**src/rtl/logic_unit_pkg.sv**
```systemverilog
// Shared op-code definitions for the pipelined bitwise logic unit.
package logic_unit_pkg;

    localparam int OP_W = 3;

    localparam logic [OP_W-1:0] OP_INV   = 3'd0;
    localparam logic [OP_W-1:0] OP_NAND2 = 3'd1;
    localparam logic [OP_W-1:0] OP_NAND3 = 3'd2;
    localparam logic [OP_W-1:0] OP_NOR2  = 3'd3;
    localparam logic [OP_W-1:0] OP_NOR3  = 3'd4;
    localparam logic [OP_W-1:0] OP_MUX2  = 3'd5;
    localparam logic [OP_W-1:0] OP_XOR2  = 3'd6;
    localparam logic [OP_W-1:0] OP_PASS  = 3'd7;

endpackage

```
**src/rtl/logic_unit_fn.sv**
```systemverilog
// Purely combinational op-selected bitwise function over WIDTH-bit operands.
module logic_unit_fn
    import logic_unit_pkg::*;
#(
    parameter int WIDTH = 8
) (
    input  logic [OP_W-1:0]  op,
    input  logic [WIDTH-1:0] a,
    input  logic [WIDTH-1:0] b,
    input  logic [WIDTH-1:0] c,
    output logic [WIDTH-1:0] y
);

    always_comb begin
        // NOTE: default assignment first so no path through the block leaves y unassigned (no latch).
        y = a;
        case (op)
            OP_INV:   y = ~a;
            OP_NAND2: y = ~(a & b);
            OP_NAND3: y = ~(a & b & c);
            OP_NOR2:  y = ~(a | b);
            OP_NOR3:  y = ~(a | b | c);
            OP_MUX2:  y = (c & a) | (~c & b);
            OP_XOR2:  y = a ^ b;
            OP_PASS:  y = a;
            default:  y = a;
        endcase
    end

endmodule

```
**src/rtl/logic_unit_pipe.sv**
```systemverilog
// Two-stage valid/ready pipeline around logic_unit_fn with a saturating result counter.
// Optional registered y_parity output is enabled by defining LOGIC_UNIT_PARITY_EN.
module logic_unit_pipe
    import logic_unit_pkg::*;
#(
    parameter int WIDTH = 8,
    parameter int CNT_W = 16
) (
    input  logic             clk,
    input  logic             rst,
    input  logic             in_valid,
    output logic             in_ready,
    input  logic [OP_W-1:0]  op,
    input  logic [WIDTH-1:0] a,
    input  logic [WIDTH-1:0] b,
    input  logic [WIDTH-1:0] c,
    output logic             out_valid,
    input  logic             out_ready,
    output logic [WIDTH-1:0] y,
    output logic [CNT_W-1:0] op_count
`ifdef LOGIC_UNIT_PARITY_EN
    ,
    output logic             y_parity
`endif
);

    logic             s1_valid_q, s1_valid_d;
    logic [OP_W-1:0]  s1_op_q;
    logic [WIDTH-1:0] s1_a_q, s1_b_q, s1_c_q;
    logic             s2_valid_q, s2_valid_d;
    logic [WIDTH-1:0] y_q;
    logic [CNT_W-1:0] cnt_q, cnt_d;
    logic [WIDTH-1:0] fn_y;
    logic             s2_adv, s1_load, s2_load, out_fire;

    // in_ready depends combinationally on out_ready so a full pipe can accept and drain together.
    assign s2_adv   = ~s2_valid_q | out_ready;
    assign in_ready = ~s1_valid_q | s2_adv;
    assign s1_load  = in_valid & in_ready;
    assign s2_load  = s2_adv & s1_valid_q;
    assign out_fire = s2_valid_q & out_ready;

    always_comb begin
        s1_valid_d = in_ready ? in_valid : s1_valid_q;
        s2_valid_d = s2_adv ? s1_valid_q : s2_valid_q;
        cnt_d      = cnt_q;
        if (out_fire && (cnt_q != {CNT_W{1'b1}})) begin
            cnt_d = cnt_q + CNT_W'(1);
        end
    end

    logic_unit_fn #(.WIDTH(WIDTH)) u_fn (
        .op (s1_op_q),
        .a  (s1_a_q),
        .b  (s1_b_q),
        .c  (s1_c_q),
        .y  (fn_y)
    );

    always_ff @(posedge clk) begin
        // NOTE: non-blocking assignments for all state so every register samples pre-edge values.
        if (rst) begin
            s1_valid_q <= 1'b0;
            s2_valid_q <= 1'b0;
            y_q        <= '0;
            cnt_q      <= '0;
        end else begin
            s1_valid_q <= s1_valid_d;
            s2_valid_q <= s2_valid_d;
            cnt_q      <= cnt_d;
            if (s2_load) begin
                y_q <= fn_y;
            end
        end
    end

    // NOTE: S1 operand registers carry no reset; s1_valid_q alone decides whether they mean anything.
    always_ff @(posedge clk) begin
        if (s1_load) begin
            s1_op_q <= op;
            s1_a_q  <= a;
            s1_b_q  <= b;
            s1_c_q  <= c;
        end
    end

`ifdef LOGIC_UNIT_PARITY_EN
    logic parity_q;

    always_ff @(posedge clk) begin
        if (rst) begin
            parity_q <= 1'b0;
        end else if (s2_load) begin
            parity_q <= ^fn_y;
        end
    end

    assign y_parity = parity_q;
`endif

    assign out_valid = s2_valid_q;
    assign y         = y_q;
    assign op_count  = cnt_q;

endmodule

```
**config.mk**
```make
export PLATFORM = sky130hd
export DESIGN_NAME = logic_unit_pipe
export DESIGN_NICKNAME = d
export VERILOG_FILES = /design/src/rtl/logic_unit_pkg.sv /design/src/rtl/logic_unit_fn.sv /design/src/rtl/logic_unit_pipe.sv
export SDC_FILE = /design/constraint.sdc
export NUM_CORES = 1
export LEC_CHECK = 0
export CORE_MARGIN = 5
export CORE_UTILIZATION = 46
export CTS_CLUSTER_DIAMETER = 80
export CTS_CLUSTER_SIZE = 40
export DETAILED_ROUTE_END_ITERATION = 7
export PLACE_DENSITY = 0.72
export SLEW_MARGIN = 0
export SYNTH_ARGS = -nofsm -noshare
export SYNTH_HDL_FRONTEND = slang
export SYNTH_HIERARCHICAL = 1
export SYNTH_SLANG_ARGS = --single-unit
```
**constraint.sdc**
```tcl
create_clock -name clk -period 2.48 [get_ports clk]
set_input_delay 0.372 -clock clk [delete_from_list [all_inputs] [get_ports clk]]
set_output_delay 0.372 -clock clk [all_outputs]
set_load 0.03 [all_outputs]
```
==> impl_metrics.toml, run 1 <==
[clock_tree]
clockBufferDepth = 2
clock-sinks = 53
clockRootBuffer = "clkbuf_8"
cts_resized = 0
clock_latency_ns = 0.30
hold_buffers = 0
numCtsBuffers = 5
cts_setup_buffers = 0
path_clk_slew_ns = 0.09
htreeDepth = 2
cts_tree = "done"

[grt]
grt_pass1_wl_um = 11210
grt_antenna_before_repair = 0
grt_usage_pct = 16.28
grt-ovfl-total = 0
grt_max_degree = 28
grt_pass1_vias = 2293

[layout]
antenna_cells_inserted = 0
drive_gt1_share_pct = 9.551
final_cells = 433
final_nets = 403
areaGrowthSynthToFinish_pct = 24.53
final_common_cell = "clkdlybuf4s50_1"
layout_common_cells = "clkdlybuf4s50_1 (56), edfxtp_1 (27), nor2_1 (26), dfxtp_1 (26), nand2_1 (23)"

[sta]
fin_crit_ns = 2.172
hold_viol_final = 0
fmax_ghz = 0.4603
slew_viol_final = 0
fin_crit_sh_pct = 87.59
maxSlewHeadroom_pct = 58.48
tightestPinTransition_ns = 0.6229
finClkSkew_ns = 0.01333
fin_tns_setup_ns = 0
grt_setup_unrepaired = "no"
final-setup-viol-count = 0

[detailed_routing]
wl_per_cell_um = 15.36
via_count = 2430
ant_nets = 0
avgViaCountPerCell = 5.612
drcViolationCount = 0
drt-total-wl_um = 6649
dr.pass1.iters = 4
drtIter0Drc = 121

[placement]
dp.cells = 425
portBuffers = 56
gp_congestion = 0.8302
dp_hpwl_um = 4939

[critical_path]
worst_path_most_repeated_cell = "clkdlybuf4s50_1"
critPathKind = "input pin to primary output"
cp.required_ns = 2.11
max_stage_delay_ns = 0.60
crit_slowest_cell = "clkdlybuf4s50_1"
critPathArrivalTime_ns = 1.80
endpoint_kind = "primary output"
startpoint_type = "input pin"
crit_fanout = 5
crit_chain = "clkdlybuf4s50_1 -> nor2b_1 -> nand2_1 -> clkdlybuf4s50_1"

[floorplan]
core_mm2 = 0.006422
initial_utilization_pct = 47.73
die_w_um = 91.64
dieHeight_um = 91.64
num_io_pins = 57
die_area_mm2 = 0.008397
std_cell_rows = 29

[power]
p_leak_nw = 1.525
pwr_density_cell_mw_per_mm2 = 493.7
peakVddDrop_mv = 0.2651
fin_total_pwr_mw = 1.885

[synth]
synth_cell_types = 61
synth_edf_count = 27
ys_warn_count = 6
syn-num-nets = 344
ys_seq_elements = 53
yosysSeqAreaShare_pct = 43.43
synth_area_mm2 = 0.003065
async_flop_share_pct = 0
postSynthCellCount = 296
avgSynthCellArea_um2 = 10.36
ys.flop_type = "edfxtp_1"

[run]
maxCapViolations = 0

[outcome]
status = "finished clean"

[min_path]
holdCritPathClass = "register to register"
[Yosys cell counts (2+ instances only)]
library cell / instances / area share, %
a211o_1: 4 / 1.1
a211oi_1: 6 / 1.5
inv_2: 2 / 0.24
a221o_1: 3 / 0.98
nor2b_1: 11 / 2.2
nand2b_1: 5 / 1.0
a21oi_1: 6 / 0.98
ha_1: 17 / 6.9
a221oi_1: 3 / 0.86
or4_1: 3 / 0.73
o21ai_1: 2 / 0.33
mux2_1: 7 / 2.6
nor4b_1: 2 / 0.57
nand3_2: 4 / 1.3
nand3b_1: 2 / 0.49
inv_1: 16 / 2.0
nand2_1: 23 / 2.8
mux2i_1: 18 / 5.9
and2_1: 3 / 0.61
nand4_1: 3 / 0.61
o211ai_1: 3 / 0.73
nand3_1: 8 / 1.3
o22ai_1: 7 / 1.4
and4_1: 3 / 0.86
nor4_1: 4 / 0.82
clkbuf_1: 4 / 0.49
buf_6: 2 / 0.73
nor2_1: 26 / 3.2
a31oi_1: 4 / 0.82
buf_2: 3 / 0.49
nor3_1: 5 / 0.82
buf_4: 4 / 0.98
o21ai_0: 4 / 0.65
edfxtp_1: 27 / 26
dfxtp_1: 26 / 17
[through the flow]
step / hold WS [ns] / cell area, um^2 / worst slack, ns / utilization [%]
5_1_grt: 0.5516 / 3817 / 0.2360 / 59.44
2_1_floorplan: 0.4709 / 3065 / 0.4742 / -
4_1_cts: 0.5205 / 3817 / 0.3035 / 59.44
3_5_place_dp: 0.4947 / 3699 / 0.3022 / 57.59
3_3_place_gp: 0.4817 / 3699 / 0.3225 / 57.59
6_report: 0.5140 / 3817 / 0.3077 / 59.44
[routing by layer]
layer	up-vias	global-route usage, %	wire (um)
met1	1141	22.37	3207
met4	0	4.271	106
met3	6	3.355	293
met5	-	0	0
li1	1220	-	-
met2	63	26.23	3042
[final timing paths]
kind / start / end / slack, ns / cells after the start
worst max-delay path: out_ready / in_ready / 0.31 / 4
worst min-delay path: y[4] / y[4] / 0.51 / 2
worst max register to register: s1_op_q[2] / y[0] / 0.58 / 5
worst min register to register: y[4] / y[4] / 0.51 / 2
[critical path: cells and delay by family]
family,cells,cell delay (ns)
buf+inv,2,1.08
simple gates,2,0.35
[cells by family (layout without fill, tap and decap cells)]
group | count (synthesis) | count (layout) | share of synthesized area, %
AO/OA/AOI/OAI | 55 | 55 | 13.47
adder cells (fa/ha/maj) | 17 | 17 | 6.939
buffers and inverters | 33 | 93 | 5.673
flip-flops | 53 | 53 | 43.43
multiplexers | 28 | 28 | 10.41
AND/OR/NAND/NOR | 110 | 110 | 20.08
[report_power, final]
part | internal (mW) | switching (mW)
clock | 0.329 | 0.280
combinational | 0.143 | 0.130
sequential | 0.961 | 0.0413
[layout make-up]
class / instances / area, um^2
clock buffers: 6 / 82.58
clock inverters: 2 / 36.28
fillers: 574 / 2605
inverters: 18 / 67.56
multi-input cells: 210 / 1560
flip-flops and latches: 53 / 1331
well taps: 77 / 96.34
repair buffers: 67 / 643.1
[state kept, by name, summed over array words and instances (netlist names)]
name        count
out_valid       1
s1_b_q          8
s1_a_q          8
s1_c_q          8
y               8
op_count       16
s1_op_q         3
s1_valid_q      1
(Power assumes the default switching activity.)
==> inputs of run 2 (changes only) <==
--- a/config.mk
+++ b/config.mk
@@ -5,12 +5,12 @@
 export SDC_FILE = /design/constraint.sdc
 export NUM_CORES = 1
 export LEC_CHECK = 0
+export CAP_MARGIN = 0
 export CORE_MARGIN = 5
-export CORE_UTILIZATION = 46
+export CORE_UTILIZATION = 26
 export CTS_CLUSTER_DIAMETER = 80
-export CTS_CLUSTER_SIZE = 40
+export CTS_CLUSTER_SIZE = 25
 export DETAILED_ROUTE_END_ITERATION = 7
-export PLACE_DENSITY = 0.72
 export SLEW_MARGIN = 0
 export SYNTH_ARGS = -nofsm -noshare
 export SYNTH_HDL_FRONTEND = slang
==> run 2 against run 1 <==
Global-route usage shrank 6.0 points; fmax is 0.19% higher; combinational power barely moved; non-clock buffer count fell by 3; register-to-register slack gained 0.03 ns; sequential power about the same; clock power up 16%; power is 4.9% higher.
==> impl_metrics.toml, run 2 (same netlist as run 1, synthesis figures left out) <==
[sta]
fin_crit_sh_pct = 87.43
finClkSkew_ns = 0.004666
final-setup-viol-count = 0
fin_tns_setup_ns = 0
slew_viol_final = 0
tightestPinTransition_ns = 0.4949
grt_setup_unrepaired = "no"
fin_ws_ns = 0.3117
fmax_ghz = 0.4612
hold_viol_final = 0
fin_crit_ns = 2.168
maxSlewHeadroom_pct = 67.01

[grt]
grt.met2_usage_pct = 16.85
grt_antenna_before_repair = 0
grt_max_degree = 37
grt-ovfl-total = 0
grt_pass1_vias = 2497
grt_pass1_wl_um = 12000
grt-busiest-layer = "met2"
grt_use_met1_pct = 12.16
grt_usage_pct = 10.30
globalRouteMet3Util_pct = 4.585

[layout]
antenna_cells_inserted = 0
final_cells = 496
areaGrowthSynthToFinish_pct = 27.31
drive_gt1_share_pct = 8.499
largest_reg_flops = 16
final_nets = 400
layout_common_cells = "clkdlybuf4s50_1 (56), edfxtp_1 (27), nor2_1 (26), dfxtp_1 (26), nand2_1 (23)"
final_common_cell = "clkdlybuf4s50_1"

[floorplan]
dieHeight_um = 118.6
num_io_pins = 57
core_mm2 = 0.01147
std_cell_rows = 39
die_area_mm2 = 0.01406
die_w_um = 118.6
initial_utilization_pct = 26.73

[placement]
gp_congestion = 0.8533
dp_hpwl_um = 5391
dp.cells = 488
post-place-ws_ns = 0.2878
portBuffers = 56

[clock_tree]
clock_latency_ns = 0.30
clockBufferDepth = 2
hold_buffers = 0
cts_resized = 0
htreeDepth = 2
path_clk_slew_ns = 0.07
numCtsBuffers = 5
cts_setup_buffers = 0
cts_tree = "done"
clockRootBuffer = "clkbuf_16"
clock-sinks = 53

[power]
pwr_density_cell_mw_per_mm2 = 506.7
peakVddDrop_mv = 0.2228
p_leak_nw = 1.520

[detailed_routing]
drt-total-wl_um = 7192
dr.pass1.iters = 4
avgViaCountPerCell = 4.966
drtIter0Drc = 74
wl_per_cell_um = 14.50
via_count = 2463
ant_nets = 0
drcViolationCount = 0

[critical_path]
cp.required_ns = 2.11
crit_fanout = 5
endpoint_kind = "primary output"
setup.worst_path.start = "out_ready"
critPathKind = "input pin to primary output"
reg2reg_from = "op_count[0]"
critPathArrivalTime_ns = 1.80
startpoint_type = "input pin"

[run]
maxCapViolations = 0

[min_path]
hp-start = "y[7]"
holdCritPathClass = "register to register"

[outcome]
status = "finished clean"
run 2: path summary, 6_finish.rpt:
path	end	slack, ns	depth (start not counted)
worst max register to register	op_count[0]	0.61	5
worst max-delay path	in_ready	0.31	4
worst min-delay path	y[7]	0.50	2
worst min register to register	y[7]	0.50	2
run 2: stage by stage:
step	instance area [um^2]	hold WS, ns	power [mW]	util, %
final	3902	0.4978	1.977	34.03
after global routing	3902	0.5344	2.075	34.03
after CTS	3902	0.5063	2.012	34.03
after detailed placement	3759	0.4920	1.294	32.78
after global placement	3759	0.4797	1.283	32.78
after floorplan	3065	0.4709	1.187	-
run 2: worst max-delay path, stage by stage:
cell,delay [ns]
clkdlybuf4s50_1,0.48
nor2b_1,0.24
nand2_1,0.10
clkdlybuf4s50_1,0.60
run 2: metal layers:
metal	up-vias	wire length (um)
met3	10	594
met5	-	0
li1	1217	-
met2	65	3375
met4	0	97
met1	1171	3125
run 2: final cells by class:
| cell class | instances | area [um^2] |
|---|---|---|
| fillers | 1151 | 7565 |
| flip-flops and latches | 53 | 1331 |
| multi-input cells | 210 | 1560 |
| inverters | 18 | 67.56 |
| well taps | 143 | 178.9 |
| repair buffers | 64 | 620.6 |
| clock buffers | 6 | 128.9 |
| clock inverters | 2 | 15.01 |
run 2: power breakdown:
part | switching, mW | internal [mW]
logic | 0.132 | 0.140
clock network | 0.328 | 0.378
registers | 0.0372 | 0.962
==> inputs of run 3 (changes only) <==
--- a/config.mk
+++ b/config.mk
@@ -5,8 +5,7 @@
 export SDC_FILE = /design/constraint.sdc
 export NUM_CORES = 1
 export LEC_CHECK = 0
-export CAP_MARGIN = 0
-export CORE_MARGIN = 5
+export CORE_MARGIN = 3
 export CORE_UTILIZATION = 26
 export CTS_CLUSTER_DIAMETER = 80
 export CTS_CLUSTER_SIZE = 25
==> run 3 against run 2 <==
Sequential power about the same; utilization grew 0.38 points; routed wire length increased by 0.31%; sequential share of layout area shrank 0.38 points; fmax fell by 1.0%; power rose by 5.8%; largest cell class unchanged; highest routed layer unchanged.
==> impl_metrics.toml, run 3 (same netlist as run 1, synthesis figures left out) <==
[sta]
fin_tns_setup_ns = 0
final-setup-viol-count = 0
grt_setup_unrepaired = "no"
finClkSkew_ns = 0.01402
fmax_ghz = 0.4565
fin_crit_ns = 2.191
slew_viol_final = 0
tightestPinTransition_ns = 0.4885
fin_crit_sh_pct = 88.33
hold_viol_final = 0
maxSlewHeadroom_pct = 67.43

[detailed_routing]
via_count = 2435
dr.pass1.iters = 4
wl_per_cell_um = 14.49
drt-total-wl_um = 7214
drcViolationCount = 0
ant_nets = 0
avgViaCountPerCell = 4.890
drtIter0Drc = 61

[floorplan]
initial_utilization_pct = 26.73
std_cell_rows = 39
num_io_pins = 57
die_w_um = 114.6
dieHeight_um = 114.6
die_area_mm2 = 0.01313
core_mm2 = 0.01147

[clock_tree]
clock-sinks = 53
path_clk_slew_ns = 0.07
cts_resized = 0
clockBufferDepth = 2
htreeDepth = 2
numCtsBuffers = 5
clock_latency_ns = 0.30
cts_tree = "done"
hold_buffers = 0
cts_setup_buffers = 0
clockRootBuffer = "clkbuf_16"

[power]
fin_total_pwr_mw = 2.093
pwr_density_cell_mw_per_mm2 = 530.3
p_leak_nw = 1.543
peakVddDrop_mv = 0.2886

[layout]
postLayoutCellArea_mm2 = 0.003946
final_cells = 498
ff_latch_area_mm2 = 0.001331
drive_gt1_share_pct = 9.296
largest_reg_flops = 16
areaGrowthSynthToFinish_pct = 28.73
antenna_cells_inserted = 0
multi_input_area_mm2 = 0.001560
final_nets = 402
fill_cells = 1127
post-route-util_pct = 34.41
final_common_cell = "clkdlybuf4s50_1"
layout_common_cells = "clkdlybuf4s50_1 (56), edfxtp_1 (27), nor2_1 (26), dfxtp_1 (26), nand2_1 (23)"

[grt]
grt_usage_pct = 11.22
grt_pass1_vias = 2460
grt_max_degree = 28
grt_pass1_wl_um = 11940
grt_antenna_before_repair = 0
grt-ovfl-total = 0

[placement]
dp_hpwl_um = 5422
dp.cells = 490
portBuffers = 56
placed_cell_area_mm2 = 0.003774
gp_congestion = 0.8393

[critical_path]
endpoint_kind = "primary output"
startpoint_type = "input pin"
cp.required_ns = 2.11
critPathArrivalTime_ns = 1.82
crit_fanout = 5
critPathKind = "input pin to primary output"

[min_path]
holdCritPathClass = "register to register"

[run]
maxCapViolations = 0

[outcome]
status = "finished clean"
==> run 3: critical path, stage by stage <==
cell and delay, ns:
clkdlybuf4s50_1 0.49, nor2b_1 0.25, nand2_1 0.11, clkdlybuf4s50_1 0.60
==> run 3: worst paths after layout <==
kind,cells after the start,startpoint,to,slack (ns)
hold / removal,2,y[3],y[3],0.51
setup reg to reg,5,op_count[1],op_count[3],0.61
setup / recovery,4,out_ready,in_ready,0.29
hold reg to reg,2,y[3],y[3],0.51
==> run 3: cell type report <==
| class | instances | area share (%) |
|---|---|---|
| well taps | 143 | 4.534 |
| multi-input cells | 210 | 39.54 |
| clock inverters | 3 | 1.205 |
| repair buffers | 66 | 16.11 |
| flip-flops and latches | 53 | 33.74 |
| clock buffers | 5 | 3.171 |
| inverters | 18 | 1.712 |
==> run 3: routing by layer <==
| metal | vias to the layer above | routed length (um) | GRT usage, % |
|---|---|---|---|
| met5 | - | 0 | 0 |
| met4 | 0 | 35 | 2.138 |
| met3 | 4 | 575 | 4.545 |
| met2 | 59 | 3464 | 19.32 |
| met1 | 1153 | 3139 | 13.20 |
| li1 | 1219 | - | - |
==> run 3: stage by stage <==
step / hold WS (ns) / setup WS [ns]
2_1_floorplan: 0.4709 / 0.4742
3_3_place_gp: 0.4829 / 0.2821
3_5_place_dp: 0.4968 / 0.2700
4_1_cts: 0.5151 / 0.2713
5_1_grt: 0.5271 / 0.1917
6_report: 0.5055 / 0.2893
==> run 3: power by group <==
group          switching [mW]  internal, mW
clock                   0.334         0.484
combinational           0.130         0.142
sequential             0.0399         0.962
